### src/rtl/alu_ctrl_pkg.sv
// Shared definitions for the ALU command controller: command bytes,
// default widths and the state encodings of the frame parser and the
// two-byte result transmitter.
package alu_ctrl_pkg;

  localparam int DEF_DATA_WIDTH = 8;
  localparam int DEF_FUN_WIDTH  = 4;

  localparam logic [7:0] CMD_OPER   = 8'hCC;
  localparam logic [7:0] CMD_NOOPER = 8'hDD;

  // Frame parser / ALU sequencing states; the result transmission is one state.
  typedef enum logic [2:0] {
    ST_IDLE     = 3'd0,
    ST_GET_A    = 3'd1,
    ST_GET_B    = 3'd2,
    ST_GET_FUN  = 3'd3,
    ST_ALU_REQ  = 3'd4,
    ST_ALU_WAIT = 3'd5,
    ST_TX       = 3'd6
  } ctrl_state_e;

  // Two-byte transmit handshake states, low byte first.
  typedef enum logic [2:0] {
    TX_IDLE   = 3'd0,
    TX_LO     = 3'd1,
    TX_LO_ACK = 3'd2,
    TX_HI     = 3'd3,
    TX_HI_ACK = 3'd4
  } tx_state_e;

endpackage

### src/rtl/alu_result_tx.sv
// Sends a 2*DATA_WIDTH result as two bytes (low byte first) through the
// UART transmit handshake: strobe when the transmitter is idle, then wait
// for its busy flag to rise and fall before moving on.
module alu_result_tx
  import alu_ctrl_pkg::*;
#(
  parameter int DATA_WIDTH = DEF_DATA_WIDTH
) (
  input  logic                    clk,
  input  logic                    rst_n,
  input  logic                    start,
  input  logic [2*DATA_WIDTH-1:0] result,
  input  logic                    tx_busy,
  output logic [DATA_WIDTH-1:0]   tx_data,
  output logic                    tx_valid,
  output logic                    done
);

  tx_state_e             state_r, state_nxt_s;
  logic                  seen_busy_r;
  logic                  load_lo_s, load_hi_s, done_s;
  logic [DATA_WIDTH-1:0] tx_data_r;
  logic                  tx_valid_r;

  // Next-state and strobe decode for the handshake sequence.
  always_comb begin
    state_nxt_s = state_r;
    load_lo_s   = 1'b0;
    load_hi_s   = 1'b0;
    done_s      = 1'b0;
    case (state_r)
      TX_IDLE: begin
        if (start) state_nxt_s = TX_LO;
        else       state_nxt_s = TX_IDLE;
      end
      TX_LO: begin
        if (!tx_busy) begin
          load_lo_s   = 1'b1;
          state_nxt_s = TX_LO_ACK;
        end else begin
          state_nxt_s = TX_LO;
        end
      end
      TX_LO_ACK: begin
        if (seen_busy_r && !tx_busy) state_nxt_s = TX_HI;
        else                         state_nxt_s = TX_LO_ACK;
      end
      TX_HI: begin
        if (!tx_busy) begin
          load_hi_s   = 1'b1;
          state_nxt_s = TX_HI_ACK;
        end else begin
          state_nxt_s = TX_HI;
        end
      end
      TX_HI_ACK: begin
        if (seen_busy_r && !tx_busy) begin
          done_s      = 1'b1;
          state_nxt_s = TX_IDLE;
        end else begin
          state_nxt_s = TX_HI_ACK;
        end
      end
      default: state_nxt_s = TX_IDLE;
    endcase
  end

  // State register.
  always_ff @(posedge clk) begin
    if (!rst_n) state_r <= TX_IDLE;
    else        state_r <= state_nxt_s;
  end

  // Byte/strobe output registers and the busy-rise tracker of the ACK states.
  always_ff @(posedge clk) begin
    if (!rst_n) begin
      tx_data_r   <= '0;
      tx_valid_r  <= 1'b0;
      seen_busy_r <= 1'b0;
    end else begin
      tx_valid_r <= load_lo_s || load_hi_s;
      if (load_lo_s)      tx_data_r <= result[DATA_WIDTH-1:0];
      else if (load_hi_s) tx_data_r <= result[2*DATA_WIDTH-1:DATA_WIDTH];
      else                tx_data_r <= tx_data_r;
      if ((state_r == TX_LO_ACK) || (state_r == TX_HI_ACK)) begin
        if (tx_busy)          seen_busy_r <= 1'b1;
        else if (seen_busy_r) seen_busy_r <= 1'b0;
        else                  seen_busy_r <= seen_busy_r;
      end else begin
        seen_busy_r <= 1'b0;
      end
    end
  end

  assign tx_data  = tx_data_r;
  assign tx_valid = tx_valid_r;
  assign done     = done_s;

endmodule

### src/rtl/alu_cmd_ctrl.sv
// Command-side ALU controller: parses 0xCC A B FUN / 0xDD FUN frames from
// the UART receiver, issues a one-cycle ALU request, captures the result and
// hands it to alu_result_tx for two-byte transmission.
// Optional macro ALU_CMD_TIMEOUT_EN adds an ALU response watchdog that forces
// an all-ones result and pulses ERR.
module alu_cmd_ctrl
  import alu_ctrl_pkg::*;
#(
  parameter int DATA_WIDTH     = DEF_DATA_WIDTH,
  parameter int FUN_WIDTH      = DEF_FUN_WIDTH,
  parameter int TIMEOUT_CYCLES = 16
) (
  input  logic                    CLK,
  input  logic                    RST,
  input  logic [DATA_WIDTH-1:0]   RX_P_DATA,
  input  logic                    RX_D_VALID,
  output logic [DATA_WIDTH-1:0]   ALU_A,
  output logic [DATA_WIDTH-1:0]   ALU_B,
  output logic [FUN_WIDTH-1:0]    ALU_FUN,
  output logic                    ALU_EN,
  output logic                    ALU_CLK_EN,
  input  logic [2*DATA_WIDTH-1:0] ALU_OUT,
  input  logic                    ALU_OUT_VALID,
  output logic [DATA_WIDTH-1:0]   TX_P_DATA,
  output logic                    TX_D_VALID,
  input  logic                    TX_BUSY,
  output logic                    ERR
);

  ctrl_state_e             state_r, state_nxt_s;
  logic [DATA_WIDTH-1:0]   alu_a_r, alu_b_r;
  logic [FUN_WIDTH-1:0]    alu_fun_r;
  logic                    alu_en_r, alu_clk_en_r, err_r;
  logic [2*DATA_WIDTH-1:0] result_r;
  logic                    is_oper_s, is_nooper_s, fun_take_s;
  logic                    capture_s, timeout_s, tx_start_s, tx_done_s;

  assign is_oper_s   = RX_D_VALID && (RX_P_DATA == DATA_WIDTH'(CMD_OPER));
  assign is_nooper_s = RX_D_VALID && (RX_P_DATA == DATA_WIDTH'(CMD_NOOPER));
  assign fun_take_s  = (state_r == ST_GET_FUN) && RX_D_VALID;
  // Strobes that coincide with ALU_EN (ALU_REQ) are deliberately not seen here.
  assign capture_s   = (state_r == ST_ALU_WAIT) && ALU_OUT_VALID;
  assign tx_start_s  = capture_s || timeout_s;

`ifdef ALU_CMD_TIMEOUT_EN
  localparam int TO_W = $clog2(TIMEOUT_CYCLES + 1);
  logic [TO_W-1:0] to_cnt_r;

  // Watchdog counter: zero outside ALU_WAIT so every entry starts fresh.
  always_ff @(posedge CLK) begin
    if (!RST)                        to_cnt_r <= '0;
    else if (state_r != ST_ALU_WAIT) to_cnt_r <= '0;
    else if (!ALU_OUT_VALID)         to_cnt_r <= to_cnt_r + TO_W'(1);
    else                             to_cnt_r <= to_cnt_r;
  end

  assign timeout_s = (state_r == ST_ALU_WAIT) && !ALU_OUT_VALID &&
                     (to_cnt_r == TO_W'(TIMEOUT_CYCLES - 1));
`else
  logic unused_timeout_cfg_s;
  assign unused_timeout_cfg_s = (TIMEOUT_CYCLES == 32'sd0);
  assign timeout_s            = 1'b0;
`endif

  // Frame parser and ALU sequencing next-state logic.
  always_comb begin
    state_nxt_s = state_r;
    case (state_r)
      ST_IDLE: begin
        if (is_oper_s)        state_nxt_s = ST_GET_A;
        else if (is_nooper_s) state_nxt_s = ST_GET_FUN;
        else                  state_nxt_s = ST_IDLE;
      end
      ST_GET_A: begin
        if (RX_D_VALID) state_nxt_s = ST_GET_B;
        else            state_nxt_s = ST_GET_A;
      end
      ST_GET_B: begin
        if (RX_D_VALID) state_nxt_s = ST_GET_FUN;
        else            state_nxt_s = ST_GET_B;
      end
      ST_GET_FUN: begin
        if (RX_D_VALID) state_nxt_s = ST_ALU_REQ;
        else            state_nxt_s = ST_GET_FUN;
      end
      ST_ALU_REQ: state_nxt_s = ST_ALU_WAIT;
      ST_ALU_WAIT: begin
        if (tx_start_s) state_nxt_s = ST_TX;
        else            state_nxt_s = ST_ALU_WAIT;
      end
      ST_TX: begin
        if (tx_done_s) state_nxt_s = ST_IDLE;
        else           state_nxt_s = ST_TX;
      end
      default: state_nxt_s = ST_IDLE;
    endcase
  end

  // State register.
  always_ff @(posedge CLK) begin
    if (!RST) state_r <= ST_IDLE;
    else      state_r <= state_nxt_s;
  end

  // Operand/function latches, ALU request and clock gate, result capture, error pulse.
  always_ff @(posedge CLK) begin
    if (!RST) begin
      alu_a_r      <= '0;
      alu_b_r      <= '0;
      alu_fun_r    <= '0;
      alu_en_r     <= 1'b0;
      alu_clk_en_r <= 1'b0;
      result_r     <= '0;
      err_r        <= 1'b0;
    end else begin
      if ((state_r == ST_GET_A) && RX_D_VALID) alu_a_r <= RX_P_DATA;
      else                                     alu_a_r <= alu_a_r;
      if ((state_r == ST_GET_B) && RX_D_VALID) alu_b_r <= RX_P_DATA;
      else                                     alu_b_r <= alu_b_r;
      if (fun_take_s) alu_fun_r <= RX_P_DATA[FUN_WIDTH-1:0];
      else            alu_fun_r <= alu_fun_r;
      alu_en_r <= fun_take_s;
      if (fun_take_s)      alu_clk_en_r <= 1'b1;
      else if (tx_start_s) alu_clk_en_r <= 1'b0;
      else                 alu_clk_en_r <= alu_clk_en_r;
      if (capture_s)      result_r <= ALU_OUT;
      else if (timeout_s) result_r <= '1;
      else                result_r <= result_r;
      err_r <= timeout_s;
    end
  end

  alu_result_tx #(
    .DATA_WIDTH (DATA_WIDTH)
  ) u_result_tx (
    .clk      (CLK),
    .rst_n    (RST),
    .start    (tx_start_s),
    .result   (result_r),
    .tx_busy  (TX_BUSY),
    .tx_data  (TX_P_DATA),
    .tx_valid (TX_D_VALID),
    .done     (tx_done_s)
  );

  assign ALU_A      = alu_a_r;
  assign ALU_B      = alu_b_r;
  assign ALU_FUN    = alu_fun_r;
  assign ALU_EN     = alu_en_r;
  assign ALU_CLK_EN = alu_clk_en_r;
  assign ERR        = err_r;

endmodule

### config.mk
export PLATFORM = sky130hd
export DESIGN_NAME = alu_cmd_ctrl
export DESIGN_NICKNAME = d
export VERILOG_FILES = /design/src/rtl/alu_ctrl_pkg.sv /design/src/rtl/alu_result_tx.sv /design/src/rtl/alu_cmd_ctrl.sv
export SDC_FILE = /design/constraint.sdc
export NUM_CORES = 1
export LEC_CHECK = 0
export ABC_AREA = 1
export CAP_MARGIN = 25
export CORE_MARGIN = 5
export CORE_UTILIZATION = 49
export CTS_BUF_LIST = sky130_fd_sc_hd__clkbuf_8
export CTS_CLUSTER_DIAMETER = 150
export DETAILED_ROUTE_END_ITERATION = 10
export MAX_ROUTING_LAYER = met4
export PLACE_DENSITY = 0.84
export SYNTH_ARGS = -nofsm -noshare
export SYNTH_HDL_FRONTEND = slang
export SYNTH_SLANG_ARGS = --single-unit
### constraint.sdc
create_clock -name CLK -period 1.2 [get_ports CLK]
set_input_delay 0.24 -clock CLK [delete_from_list [all_inputs] [get_ports CLK]]
set_output_delay 0.24 -clock CLK [all_outputs]
set_load 0.005 [all_outputs]
==> key figures, run 1 <==
Synth
  – Count leader, synth: nor2_1
  – Post-synth top area share: roughly half
  – Synth cell types: 25
  – Sequential cell area fraction in the yosys report: around half
  – Syn Nets: 311
  – Synth top area cells: dfxtp_1 (50%), nor2_1 (12%), o21ai_0 (9.2%)
  – Synthesized flop and latch total: 54
  – Cell count after synthesis: 282
  – Post-Syn Area: around 2200 µm²
  – Syn avg cell area: 7.68 µm²
  – Yosys warning count: 0
  – EDFF count, synth: 0
  – Synth cell count leaders: nor2_1 (70), dfxtp_1 (54), o21ai_0 (40)
  – Largest area contributor in the netlist: dfxtp_1
  – Top FF cell, synth: dfxtp_1
  – Post-synth ARST share: 0%

CTS
  – CTS clock-pin slew for the worst setup and hold paths: 0.10 ns
  – Hold_buf cts: 0
  – Worst-Skew Late Latency: 0.31 ns
  – Clock Sinks: 54
  – Total CTS buffers: 5
  – Max Root-Sink Buffers: 2
  – CTS tree: done
  – CTS H-tree lvls: 2
  – CTS root buf: clkbuf_8

Pwr
  – P_leak: 1.50 nW
  – Seq pwr share: 58.3%
  – Switching part of the total: between 20 and 25%
  – PwrDens: 959 nW/µm²
  – Clock network fraction of total power: 34.2%
  – Tot Pwr: 3.06 mW
  – Internal: 2.38 mW
  – Comb power frac: approximately 7.5%
  – Peak VDD IR: approximately 0.57 mV
  – Sw Pwr: 0.677 mW

Route
  – Post-Route WL: 5820 µm
  – DR iter-0 viols: slightly above 100
  – ANT nets after route: 0
  – DR DRC count: 0
  – DRT Pass-1 Iters: 4
  – Drt via density: approximately 5.2
  – Routed vias: 2221
  – Avg WL per Cell: between 10 and 15 µm

Min path
  – Worst Hold Launch: RST
  – Hold/Removal Path Class: input port to flop
  – Hold path cells: 3
  – Hold Path Sink: result_r[7]

Critical path
  – Start of the worst register-to-register path: state_r[1]
  – Crit-path max cell delay: between 0.3 and 0.4 ns
  – Nature of the critical path endpoint: flop
  – Crit-path cells: inv_4 -> nand2_2 -> nor2_4 -> inv_4 -> o21ai_1 -> a21oi_1
  – Crit Path Class: flop to flop
  – Startpoint types: flop
  – R2R depth: 6
  – RR Endpoint: result_r[14]
  – Reg2reg setup slack: 0.03 ns
  – CP max stage cell: dfxtp_4
  – Worst EP arrival: 1.37 ns
  – CP dominant cell by count: inv_4
  – Worst EP required: 1.40 ns
  – Worst-path fanout max: 22

Place
  – GPL Wtd Cong: 0.945
  – Placement Setup Slack: -0.386 ns
  – Hpwl dp: ~4000 µm
  – I/O Buffers: 59

Job
  – Max-Cap Viols: 0

Floorplan
  – Initial Util: 50.1%
  – Die area: 5850 µm²
  – Row count: 24
  – Core area: 4320 µm²
  – Die width: 76.5 µm
  – Die Y-Extent: ~77 µm
  – Io pins: 61

STA
  – Final period utilization: 97.2%
  – Fin Clk Skew: 0.0118 ns
  – Worst setup margin: 0.0338 ns
  – Fmax: 858 MHz
  – Min Tclk post-route: 1.17 ns
  – Final Hold Vio Count: 0
  – Final Setup Violations: 0
  – Final Max Tran Viols: 0
  – Final hold slack: 0.354 ns
  – RSZ-0062 raised after global routing: true

Global routing
  – GRT Util Overall: roughly a fifth
  – Largest net degree at the start of global routing: 24
  – Vias in the first global route: 2057
  – Gr ovfl total: 0
  – Initial antenna violation count: 0
  – First-pass GRT wire length: between 9000 and 10000 µm

Status
  – Status: completed

Cells and area
  – Nets@finish: 402
  – Ant. Diodes: 0
  – Layout area overhead: 47.3%
  – Share of layout cells above drive strength 1: a little under a quarter
==> per-stage QoR <==
stage          instance area [µm²]  TNS, ns  std cells  utilization, %
6_report                      3190        0        426            73.8
5_1_grt                       3190   -0.171        426            73.8
4_1_cts                       3090        0        421            71.4
3_5_place_dp                  2980   -13.42        411            69.0
3_3_place_gp                  2980   -11.93        411            69.0
2_1_floorplan                 2170        0        282               -
==> critical path, delay by kind of cell, from the launching register on <==
kind                   cells  cell delay (ns)
AO/OA/AOI/OAI              2             0.25
AND/OR/NAND/NOR            2             0.25
buffers and inverters      2             0.19
flip-flops                 1             0.38
==> power groups by stage <==
stage	Clock (mW)	Combinational, mW	Sequential, mW
2_1_floorplan	0	0.0583	1.84
3_3_place_gp	0	0.221	1.84
3_5_place_dp	0	0.224	1.84
4_1_cts	1.06	0.226	1.79
5_1_grt	1.13	0.248	1.79
6_report	1.05	0.231	1.78
==> registers in the layout, indices dropped and copies added (netlist names) <==
register                 count
ALU_FUN                      4
result_r                    16
ALU_CLK_EN                   1
ALU_A                        8
u_result_tx.tx_data          8
ALU_B                        8
u_result_tx.seen_busy_r      1
state_r                      3
u_result_tx.tx_valid         1
ALU_EN                       1
u_result_tx.state_r          3
==> timing repair <==
| item | 4_1_cts | 5_1_grt |
|---|---|---|
| endpoints found under the setup margin | 45 | 43 |
| pin swaps | 1 | 7 |
| gates cloned | 0 | 1 |
| resized for setup | 53 | 38 |
| setup buffers | 2 | 5 |
==> worst max path at each step <==
| stage | startpoint | to | slack [ns] | cells after the start |
|---|---|---|---|---|
| final | state_r[1] | result_r[14] | 0.03 | 6 |
| after global routing | u_result_tx.state_r[0] | u_result_tx.tx_data[1] | -0.04 | 6 |
| after CTS | state_r[1] | state_r[1] | 0.005 | 8 |
| after detailed placement | RX_D_VALID | ALU_B[2] | -0.39 | 4 |
| after global placement | TX_BUSY | state_r[1] | -0.29 | 8 |
| after floorplan | state_r[2] | ALU_CLK_EN | 0.08 | 6 |
==> area by class of cell <==
type / instances / area (µm²)
flip-flops and latches: 54 / 1120
fillers: 333 / 1130
inverters: 25 / 101
clock buffers: 6 / 82.6
repair buffers: 96 / 868
clock inverters: 2 / 12.5
well taps: 52 / 65.1
multi-input cells: 191 / 945
==> metal layers <==
metal  track usage (%)  share of wire [%]
met3              3.31                4.6
met1              23.2                 43
met5                 -                  0
met4              6.47                1.8
met2              31.3                 51
==> kinds of logic after synthesis <==
| kind of cell | count (synthesis) | share of synthesized area (%) |
|---|---|---|
| buf+inv | 37 | 7.91 |
| compound gates | 76 | 19.1 |
| flops | 54 | 49.9 |
| other cells | 1 | 0.173 |
| simple gates | 114 | 22.9 |
==> cells in the final DEF, fill, tap and decap left out, drive strengths merged <==
master / count
clkdlybuf4s50: 25
dlygate4sd2: 31
nand4: 4
o21ai: 43
buf: 37
dlymetal6s2s: 3
a21oi: 22
o21a: 5
clkinv: 1
nor2: 72
clkbuf: 6
conb: 1
nand3: 10
nand2: 23
dfxtp: 54
clkinvlp: 1
o211ai: 2
nor3: 5
inv: 25
a31oi: 1
o211a: 3
No activity file was read; power rests on OpenSTA's default activity.
==> inputs of run 2 (changes only) <==
--- a/config.mk
+++ b/config.mk
@@ -13,7 +13,7 @@
 export CTS_CLUSTER_DIAMETER = 150
 export DETAILED_ROUTE_END_ITERATION = 10
 export MAX_ROUTING_LAYER = met4
-export PLACE_DENSITY = 0.84
+export PLACE_DENSITY_LB_ADDON = 0.1
 export SYNTH_ARGS = -nofsm -noshare
 export SYNTH_HDL_FRONTEND = slang
 export SYNTH_SLANG_ARGS = --single-unit
==> run 2 against run 1 <==
Effect of this change:
- clock skew is 0.0022 ns higher
- die area stayed put
- via count shrank 3.1%
- clock-buffer cell count fell by 1
- sequential power is essentially flat
- largest power group unchanged
==> key figures, run 2 (synthesis results as in run 1) <==
Status
  – Status: completed (unchanged)

Pwr
  – Tot Pwr: 3.11 mW (was 3.06 mW)
  – Peak VDD IR: 0.840 mV (was 0.569 mV)
  – P_leak: 1.45 nW (was 1.50 nW)
  – PwrDens: 982 nW/µm² (was 959 nW/µm²)

Route
  – DRT Pass-1 Iters: 4 (unchanged)
  – Post-Route WL: 5480 µm (was 5820 µm)
  – Drt via density: 5.11 (was 5.21)
  – DR iter-0 viols: 120 (was 102)
  – DR DRC count: 0 (unchanged)
  – Routed vias: 2152 (was 2221)
  – ANT nets after route: 0 (unchanged)
  – Avg WL per Cell: 13.0 µm (was 13.7 µm)

Place
  – I/O Buffers: 59 (unchanged)
  – Placement Setup Slack: -0.304 ns (was -0.386 ns)
  – Cell Area, Placed: 2970 µm² (was 2980 µm²)
  – DP Cell Count: 407 (was 411)
  – GPL Wtd Cong: 0.857 (was 0.945)
  – Hpwl dp: 4050 µm (was 3990 µm)

STA
  – Final Max Tran Viols: 0 (unchanged)
  – Setup TNS: 0 ns (unchanged)
  – Final Hold Vio Count: 0 (unchanged)
  – RSZ-0062 raised after global routing: true (unchanged)
  – Worst setup margin: 0.0319 ns (was 0.0338 ns)
  – Final Setup Violations: 0 (unchanged)
  – Min Tclk post-route: 1.17 ns (about the same)
  – Final period utilization: 97.3% (was 97.2%)
  – Fin Clk Skew: 0.0140 ns (was 0.0118 ns)
  – Fmax: 856 MHz (was 858 MHz)
  – Final hold slack: 0.414 ns (was 0.354 ns)

Critical path
  – Startpoint types: flop (unchanged)
  – Crit-path max cell delay: 0.40 ns (was 0.38 ns)
  – Worst EP required: 1.47 ns (was 1.40 ns)
  – Bufs and invs on worst path: 2 (unchanged)
  – CP max stage cell: dfxtp_2 (was dfxtp_4)
  – Worst EP arrival: 1.44 ns (was 1.37 ns)
  – Crit Path Class: flop to flop (unchanged)
  – Crit-path cells: nand2_1 -> nor2_4 -> buf_4 -> clkbuf_16 -> o21ai_0 -> nor2_1 (was inv_4 -> nand2_2 -> nor2_4 -> inv_4 -> o21ai_1 -> a21oi_1)
  – CP top delay family: flip-flops (unchanged)
  – Worst-path fanout max: 6 (was 22)
  – Nature of the critical path endpoint: flop (unchanged)

Floorplan
  – Initial Util: 50.1% (unchanged)
  – Core area: 4320 µm² (unchanged)
  – Die area: 5850 µm² (unchanged)
  – Row count: 24 (unchanged)
  – Die Y-Extent: 76.5 µm (unchanged)
  – Die width: 76.5 µm (unchanged)
  – Io pins: 61 (unchanged)

Global routing
  – GRT Util Overall: 18.5% (was 18.9%)
  – Gr ovfl total: 0 (unchanged)
  – Largest net degree at the start of global routing: 24 (unchanged)
  – Initial antenna violation count: 0 (unchanged)
  – Vias in the first global route: 1906 (was 2057)
  – First-pass GRT wire length: 8800 µm (was 9140 µm)

Cells and area
  – Nets@finish: 397 (was 402)
  – Ant. Diodes: 0 (unchanged)
  – Commonest non-fill, non-tap cell in the layout: nor2_1 (unchanged)
  – Finished Cell Area: 3170 µm² (was 3190 µm²)
  – Layout area overhead: 46.2% (was 47.3%)
  – Commonest non-fill, non-tap cells in the layout: nor2_1 (67), o21ai_0 (36), dlygate4sd2_1 (31) (was nor2_1 (67), o21ai_0 (35), dfxtp_1 (32), buf_4 (31), dlygate4sd2_1 (31))
  – Core Util, Final: 73.3% (was 73.8%)
  – Non-Filler Instances: 421 (was 426)
  – Share of layout cells above drive strength 1: 23.0% (was 23.3%)
  – Top reg by flops: result_r (unchanged)
  – Largest register FFs: 16 (unchanged)

CTS
  – CTS clock-pin slew for the worst setup and hold paths: 0.11 ns (was 0.10 ns)
  – CTS tree: done (unchanged)
  – Hold_buf cts: 0 (unchanged)
  – CTS root buf: clkbuf_8 (unchanged)
  – Max Root-Sink Buffers: 2 (unchanged)
  – Clock Sinks: 54 (unchanged)
  – Worst-Skew Late Latency: 0.32 ns (was 0.31 ns)
  – CTS H-tree lvls: 2 (unchanged)
  – Total CTS buffers: 5 (unchanged)

Min path
  – Hold/Removal Path Class: input port to flop (unchanged)

Job
  – Max-Cap Viols: 0 (unchanged)
run 2: what timing repair did:
| action | CTS | global route |
|---|---|---|
| setup buffers | 3 | 1 |
| cloned | 0 | 2 |
| endpoints found under the setup margin | 40 | 38 |
| resized for setup | 58 | 25 |
| pin swaps | 0 | 3 |
run 2: routing by layer:
metal  up-vias  wire [µm]  global-route usage [%]  share of wire [%]
li1       1092          -                       -                  -
met3         8        348                    4.37                6.3
met2        69       2430                    26.9                 44
met4         0         79                    6.29                1.4
met1       983       2620                    25.3                 48
met5         -          0                       -                  0
run 2: layout make-up:
cell class / count / area [µm²]
multi-input combinational: 191 / 940
fill: 368 / 1160
timing repair inverter: 1 / 7.51
inverter: 25 / 98.8
tap: 52 / 65.1
sequential: 54 / 1120
timing repair buffer: 90 / 837
clock buffer: 5 / 68.8
clock inverter: 3 / 28.8
run 2: power by group:
part | total [mW] | switching [mW] | leakage [nW] | internal [mW]
combinational | 0.222 | 0.0917 | 0.950 | 0.130
clock | 1.10 | 0.661 | 0.0506 | 0.438
sequential | 1.79 | 0.00136 | 0.450 | 1.79
total | 3.11 | 0.754 | 1.45 | 2.36
run 2: final timing paths:
kind,start,end,slack [ns],cells past startpoint
worst min register to register,result_r[15],result_r[15],0.46,2
worst min-delay path,RX_D_VALID,ALU_B[4],0.41,5
worst max register to register,state_r[0],result_r[6],0.03,6
worst max-delay path,state_r[0],result_r[6],0.03,6
run 2: tightest hold or removal path, delay by kind of cell:
kind	cells	cell delay (ns)
simple gates	2	0.11
buf+inv	2	0.29
compound gates	1	0.05
